--- config.mk ---
export PLATFORM = sky130hd
export DESIGN_NAME = stim_traffic_gen
export DESIGN_NICKNAME = d
export VERILOG_FILES = /design/src/rtl/stim_traffic_pkg.sv /design/src/rtl/stim_clk_en_div.sv /design/src/rtl/stim_traffic_gen.sv
export SDC_FILE = /design/constraint.sdc
export NUM_CORES = 1
export LEC_CHECK = 0
export BUFFER_PORTS_ARGS = -buffer_cell sky130_fd_sc_hd__buf_2
export CAP_MARGIN = 20
export CORE_ASPECT_RATIO = 0.5
export CORE_MARGIN = 4
export CORE_UTILIZATION = 55
export DETAILED_ROUTE_END_ITERATION = 10
export PLACE_DENSITY = 0.72
export SLEW_MARGIN = 20
export SYNTH_ARGS = -nofsm -noshare
export SYNTH_HDL_FRONTEND = slang
export SYNTH_SLANG_ARGS = --single-unit
--- constraint.sdc ---
create_clock -name clk -period 2.1 [get_ports clk]
set_input_delay 0.315 -clock clk [delete_from_list [all_inputs] [get_ports clk]]
set_output_delay 0.315 -clock clk [all_outputs]
set_load 0.1 [all_outputs]
--- src/rtl/stim_traffic_pkg.sv ---
// Shared types and constants for the stim_traffic_gen pattern generator:
// FSM/mode enums, Fibonacci LFSR tap masks and the walking-one seed.
package stim_traffic_pkg;

    typedef enum logic [1:0] {
        ST_IDLE  = 2'd0,
        ST_WAIT  = 2'd1,
        ST_BURST = 2'd2,
        ST_FLAGS = 2'd3
    } state_e;

    typedef enum logic [1:0] {
        MODE_COUNT     = 2'd0,
        MODE_LFSR      = 2'd1,
        MODE_WALK      = 2'd2,
        MODE_COUNT_ALT = 2'd3
    } mode_e;

    // Maximal-length polynomials: x^8+x^6+x^5+x^4+1, x^16+x^15+x^13+x^4+1,
    // x^32+x^22+x^2+x+1; bit i of the mask taps state bit i.
    localparam logic [7:0]  LFSR_TAPS_8  = 8'hB8;
    localparam logic [15:0] LFSR_TAPS_16 = 16'hD008;
    localparam logic [31:0] LFSR_TAPS_32 = 32'h8020_0003;

    localparam logic [31:0] WALK_ONE_SEED = 32'h0000_0001;

    // Widths without a table entry fall back to the two top bits as taps.
    function automatic logic [31:0] lfsr_taps(input int width);
        case (width)
            32'sd8:  lfsr_taps = {24'h00_0000, LFSR_TAPS_8};
            32'sd16: lfsr_taps = {16'h0000, LFSR_TAPS_16};
            32'sd32: lfsr_taps = LFSR_TAPS_32;
            default: lfsr_taps = (width >= 32'sd2) ? (32'h0000_0003 << (width - 32'sd2))
                                                   : 32'h0000_0001;
        endcase
    endfunction

endpackage

--- src/rtl/stim_clk_en_div.sv ---
// Free-running clock-enable divider: div_en[k] pulses for one cycle in every
// 2^(k+1) cycles, derived from a DIV_STAGES-bit counter.
module stim_clk_en_div #(
    parameter int DIV_STAGES = 3
) (
    input  logic                  clk,
    input  logic                  reset,
    output logic [DIV_STAGES-1:0] div_en
);

    logic [DIV_STAGES-1:0] cnt_r;
    logic [DIV_STAGES-1:0] tap_s;
    logic [DIV_STAGES-1:0] div_en_r;

    for (genvar k = 0; k < DIV_STAGES; k++) begin : g_tap
        assign tap_s[k] = &cnt_r[k:0];
    end

    // Counter and registered enables; the enable fires the cycle after the low bits wrap.
    always_ff @(posedge clk) begin
        if (reset) begin
            cnt_r    <= '0;
            div_en_r <= '0;
        end else begin
            cnt_r    <= cnt_r + DIV_STAGES'(1);
            div_en_r <= tap_s;
        end
    end

    assign div_en = div_en_r;

endmodule

--- src/rtl/stim_traffic_gen.sv ---
// Stimulus traffic generator: IDLE -> WAIT -> BURST -> FLAGS with a ready/valid
// beat stream. Define STIM_TRAFFIC_GEN_LFSR_EN to enable the LFSR pattern (mode 1).
module stim_traffic_gen
    import stim_traffic_pkg::*;
#(
    parameter int DATA_W     = 16,
    parameter int IDLE_LEN   = 256,
    parameter int BURST_LEN  = 65536,
    parameter int FLAG_W     = 4,
    parameter int DIV_STAGES = 3
) (
    input  logic                  clk,
    input  logic                  reset,
    input  logic                  start,
    input  logic                  stop,
    input  logic                  repeat_en,
    input  logic [1:0]            mode,
    output logic [DATA_W-1:0]     data_out,
    output logic                  valid_out,
    input  logic                  ready_in,
    output logic [FLAG_W-1:0]     flags_out,
    output logic [7:0]            status_out,
    output logic [DIV_STAGES-1:0] div_en,
    output logic                  busy,
    output logic                  done_pulse
);

    localparam int WAIT_W = (IDLE_LEN  > 1) ? $clog2(IDLE_LEN)  : 1;
    localparam int BEAT_W = (BURST_LEN > 1) ? $clog2(BURST_LEN) : 1;

    localparam logic [WAIT_W-1:0] WAIT_LAST   = WAIT_W'(IDLE_LEN - 1);
    localparam logic [BEAT_W-1:0] BEAT_LAST   = BEAT_W'(BURST_LEN - 1);
    localparam logic [FLAG_W-1:0] FLAG_LAST   = {FLAG_W{1'b1}};
    localparam logic [FLAG_W-1:0] FLAG_PENULT = FLAG_LAST - FLAG_W'(1);

`ifdef STIM_TRAFFIC_GEN_LFSR_EN
    localparam logic [DATA_W-1:0] LFSR_MASK = DATA_W'(lfsr_taps(DATA_W));
`endif

    state_e              state_r;
    mode_e               mode_r;
    logic [WAIT_W-1:0]   wait_cnt_r;
    logic [BEAT_W-1:0]   beat_cnt_r;
    logic [FLAG_W-1:0]   flag_cnt_r;
    logic [DATA_W-1:0]   data_r;
    logic [7:0]          status_r;
    logic                valid_r;
    logic                busy_r;
    logic                done_r;

    function automatic logic beat_parity(input logic [DATA_W-1:0] beat);
        beat_parity = ^beat;
    endfunction

    // Without the LFSR option, mode 1 falls into the counting default.
    function automatic logic [DATA_W-1:0] pattern_seed(input mode_e sel);
        case (sel)
`ifdef STIM_TRAFFIC_GEN_LFSR_EN
            MODE_LFSR: pattern_seed = {DATA_W{1'b1}};
`endif
            MODE_WALK: pattern_seed = DATA_W'(WALK_ONE_SEED);
            default:   pattern_seed = {DATA_W{1'b0}};
        endcase
    endfunction

    function automatic logic [DATA_W-1:0] pattern_next(input mode_e sel,
                                                        input logic [DATA_W-1:0] beat);
        case (sel)
`ifdef STIM_TRAFFIC_GEN_LFSR_EN
            MODE_LFSR: pattern_next = {beat[DATA_W-2:0], ^(beat & LFSR_MASK)};
`endif
            MODE_WALK: pattern_next = (beat << 1'b1) | (beat >> (DATA_W - 1));
            default:   pattern_next = beat + DATA_W'(1);
        endcase
    endfunction

    // Main sequencer; stop outranks every transition but leaves data and status alone.
    always_ff @(posedge clk) begin
        if (reset) begin
            state_r    <= ST_IDLE;
            mode_r     <= MODE_COUNT;
            wait_cnt_r <= '0;
            beat_cnt_r <= '0;
            flag_cnt_r <= '0;
            data_r     <= '0;
            status_r   <= 8'h00;
            valid_r    <= 1'b0;
            busy_r     <= 1'b0;
            done_r     <= 1'b0;
        end else if (stop) begin
            state_r    <= ST_IDLE;
            wait_cnt_r <= '0;
            beat_cnt_r <= '0;
            flag_cnt_r <= '0;
            valid_r    <= 1'b0;
            busy_r     <= 1'b0;
            done_r     <= 1'b0;
        end else begin
            case (state_r)
                ST_IDLE: begin
                    if (start) begin
                        state_r    <= ST_WAIT;
                        mode_r     <= mode_e'(mode);
                        data_r     <= pattern_seed(mode_e'(mode));
                        wait_cnt_r <= '0;
                        busy_r     <= 1'b1;
                    end
                end
                ST_WAIT: begin
                    if (wait_cnt_r == WAIT_LAST) begin
                        state_r    <= ST_BURST;
                        wait_cnt_r <= '0;
                        valid_r    <= 1'b1;
                    end else begin
                        wait_cnt_r <= wait_cnt_r + WAIT_W'(1);
                    end
                end
                ST_BURST: begin
                    if (valid_r && ready_in) begin
                        data_r   <= pattern_next(mode_r, data_r);
                        status_r <= {status_r[6:0], beat_parity(data_r)};
                        if (beat_cnt_r == BEAT_LAST) begin
                            state_r    <= ST_FLAGS;
                            beat_cnt_r <= '0;
                            valid_r    <= 1'b0;
                        end else begin
                            beat_cnt_r <= beat_cnt_r + BEAT_W'(1);
                        end
                    end
                end
                ST_FLAGS: begin
                    // flag_cnt_r wraps to zero on the final cycle of the phase
                    flag_cnt_r <= flag_cnt_r + FLAG_W'(1);
                    done_r     <= (flag_cnt_r == FLAG_PENULT);
                    if (flag_cnt_r == FLAG_LAST) begin
                        state_r <= repeat_en ? ST_WAIT : ST_IDLE;
                        busy_r  <= repeat_en;
                    end
                end
                default: begin
                    state_r <= ST_IDLE;
                    valid_r <= 1'b0;
                    busy_r  <= 1'b0;
                    done_r  <= 1'b0;
                end
            endcase
        end
    end

    stim_clk_en_div #(
        .DIV_STAGES (DIV_STAGES)
    ) u_clk_en_div (
        .clk    (clk),
        .reset  (reset),
        .div_en (div_en)
    );

    assign data_out   = data_r;
    assign valid_out  = valid_r;
    assign flags_out  = flag_cnt_r;
    assign status_out = status_r;
    assign busy       = busy_r;
    assign done_pulse = done_r;

endmodule

==> out/metrics.cfg <==
[clocking]
clk_pin_slew_worst_paths_ns=0.05
clk_path_buf_depth=2
clk_latency_ns=0.33
cts_tree=yes
htree_levels=3
cts.sinks=65
numCtsBuffers=9
postCtsHoldBufs=0
cts_root_buffer=clkbuf_16

[global_route]
grt_pass1_vias=2820
grt_pass1_wl_um=12700
grt-ovfl-total=0
grt_max_degree=34
grt_usage=0.214
antenna_found_initial=0

[timing]
rsz0062_at_grt=yes
tightest_slew_ns=0.551
period_share=0.936
setup_slack_ns=0.134
setup_viol=0
slew_headroom=0.631
fin_crit_ns=1.97
fin_setup_tns_ns=0
hold_viol=0
max_freq_mhz=509
final_max_slew_viol_count=0
skew_ns=0.00631

[logic_synthesis]
ys.flop_type=dfxtp_1
synth.top_cell.area_share=0.399
ys_seq_elements=65
synthTopCellsByArea=dfxtp_1 40%, ha_1 6.5%, nand2_1 6.2%, nor2_1 5.3%, a21oi_1 5.1%
synth_cells=395
synth_largest_area_cell=dfxtp_1
yosysSeqAreaShare=0.399
synth_area_per_cell_sq_um=8.25
syn_area_sq_um=3260
yosys_warnings=0
synth_edf_count=0
synth.distinct_cells=45
synthArstFlopShare=0
synth_nets=420

[critical_path]
cp.required_ns=2.29
path_class=register to register
worstPathArrival_ns=2.16
crit_start=state_r[0]$_SDFFE_PP0P_
reg2reg_from=state_r[0]$_SDFFE_PP0P_
cp-end-kind=register
r2r_cells=7
crit_fanout=8
reg2reg_to=state_r[0]$_SDFFE_PP0P_
r2r_setup_slack_ns=0.13
worstSetupStartpointType=register

[pwr]
irDropWorstVdd_v=0.000444
total_leakage_power_uw=0.00156
powerDensity_nw_per_um2=755

[routing]
first_iter_violations=275
num_vias=2972
wl_per_cell_um=14.1
finalWirelength_um=7390
avgViaCountPerCell=5.66
route.detailed.drc=0
dr.pass1.iters=4
antenna_left=0

[worst_hold_path]
min_from=mode[0]
hold_depth=3
holdPathEnd=mode_r[0]$_SDFFE_PP0P_
hold_path.class=input pin to register

[finish]
register_area_sq_um=1330
fin_util=0.709
num_antenna_cells=0
final_cells=525
nets=472
layout-drive-gt1-share=0.230
final.fill_count=441
layout_common_cells=54 x nand2_1, 46 x nor2_1, 45 x dfxtp_1
area_growth_pct=21.9
multi_input_area_sq_um=1900
final_common_cell=nand2_1

[floorplanning]
die_x_um=117
dieHeight_um=62.4
io_pins=42
start_util=0.581
die-area_sq_um=7300
rows=19
core_sq_um=5610

[place]
port_buffers=41
place_ws_ns=0.0188
placedCellCount=509
gp_congestion=0.907
dpl.hpwl_um=5180

[job]
drv_cap=0

[run_status]
status=completed

## cells in the mapped netlist (2+ instances only)
cell type / instances
ha_1: 17
nand4_1: 13
a211oi_1: 8
buf_2: 2
a32oi_1: 3
clkbuf_1: 13
a22oi_1: 3
a21o_1: 2
nor2b_1: 8
nor3_2: 2
and4_1: 2
or3_1: 4
nand2b_1: 5
nor3_1: 7
o31ai_1: 3
nand3_1: 19
a21oi_1: 33
or2_2: 2
a22o_1: 2
nand2_1: 54
o21ai_0: 19
and3_1: 5
inv_1: 8
nor2_1: 46
a31oi_1: 4
xnor2_1: 14
dfxtp_1: 65
xor2_1: 15
## state kept, by name, summed over array words and instances, names as in the netlist
register	cells
beat_cnt_r	16
data_out	16
status_out	8
wait_cnt_r	8
flags_out	4
u_clk_en_div.cnt_r	3
u_clk_en_div.div_en	3
mode_r	2
state_r	2
busy	1
done_pulse	1
valid_out	1
## worst max path at each step
stage                                           end  slack, ns  cells after the start
after CTS                   state_r[0]$_SDFFE_PP0P_       0.05                      7
final                       state_r[0]$_SDFFE_PP0P_       0.13                      7
after global placement    data_out[13]$_SDFFE_PP0P_       0.14                      6
after global routing        state_r[0]$_SDFFE_PP0P_      -0.04                      7
after floorplan           data_out[13]$_SDFFE_PP0P_      -0.05                      5
after detailed placement    state_r[0]$_SDFFE_PP0P_       0.02                      7
## critical path, cell delays in order, from the launching register on
cell	delay (ns)
dfxtp_1	0.37
inv_1	0.14
ha_2	0.29
nor2b_1	0.20
a21oi_1	0.17
nand4_1	0.21
a2111oi_2	0.36
a211oi_1	0.10
## area by class of cell
class	instances	share of cell area
Clock inverter	2	0.00881
Inverter	8	0.00755
Tap cell	73	0.0230
Clock buffer	14	0.0689
Multi-Input combinational cell	307	0.478
Sequential cell	65	0.334
Timing Repair Buffer	56	0.0799
## per-layer routing
metal,global-route usage,vias to the layer above,part of all wire
li1,-,1494,-
met1,0.276,1394,0.46
met2,0.340,78,0.47
met3,0.0793,6,0.060
met4,0.0544,0,0.0072
met5,0,-,0
## where the power goes
part,internal [uW],total (uW),switching [uW]
Clock,1010,1530,511
Combinational,66.1,214,148
Sequential,1250,1260,11.4
## cell families (layout without fill, tap and decap cells)
group / after synthesis / after routing / share of synthesized area
and+or+nand+nor: 174 / 174 / 0.260
AOI/OAI and AO/OA: 84 / 84 / 0.157
DFF: 65 / 65 / 0.399
xor gates and xnor gates: 30 / 30 / 0.0848
buffers and inverters: 23 / 80 / 0.0272
adders and majority gates: 17 / 17 / 0.0652
muxes: 2 / 2 / 0.00652
## through the flow
stage | hold slack, ns | total power, uW | instance area (sq um)
4_1_cts | 0.238 | 3030 | 3950
3_3_place_gp | 0.409 | 1480 | 3630
2_1_floorplan | 0.398 | 1440 | 3280
5_1_grt | 0.247 | 3110 | 3980
6_report | 0.248 | 3000 | 3980
3_5_place_dp | 0.420 | 1490 | 3630
## repair_timing
action / 4_1_cts / 5_1_grt
hold endpoints to repair: 0 / 0
pin swaps: 0 / 0
setup buffers: 0 / 0
cloned: 0 / 0
setup endpoints to repair: 2 / 5
gates resized for setup: 2 / 6
(Power assumes the default switching activity.)
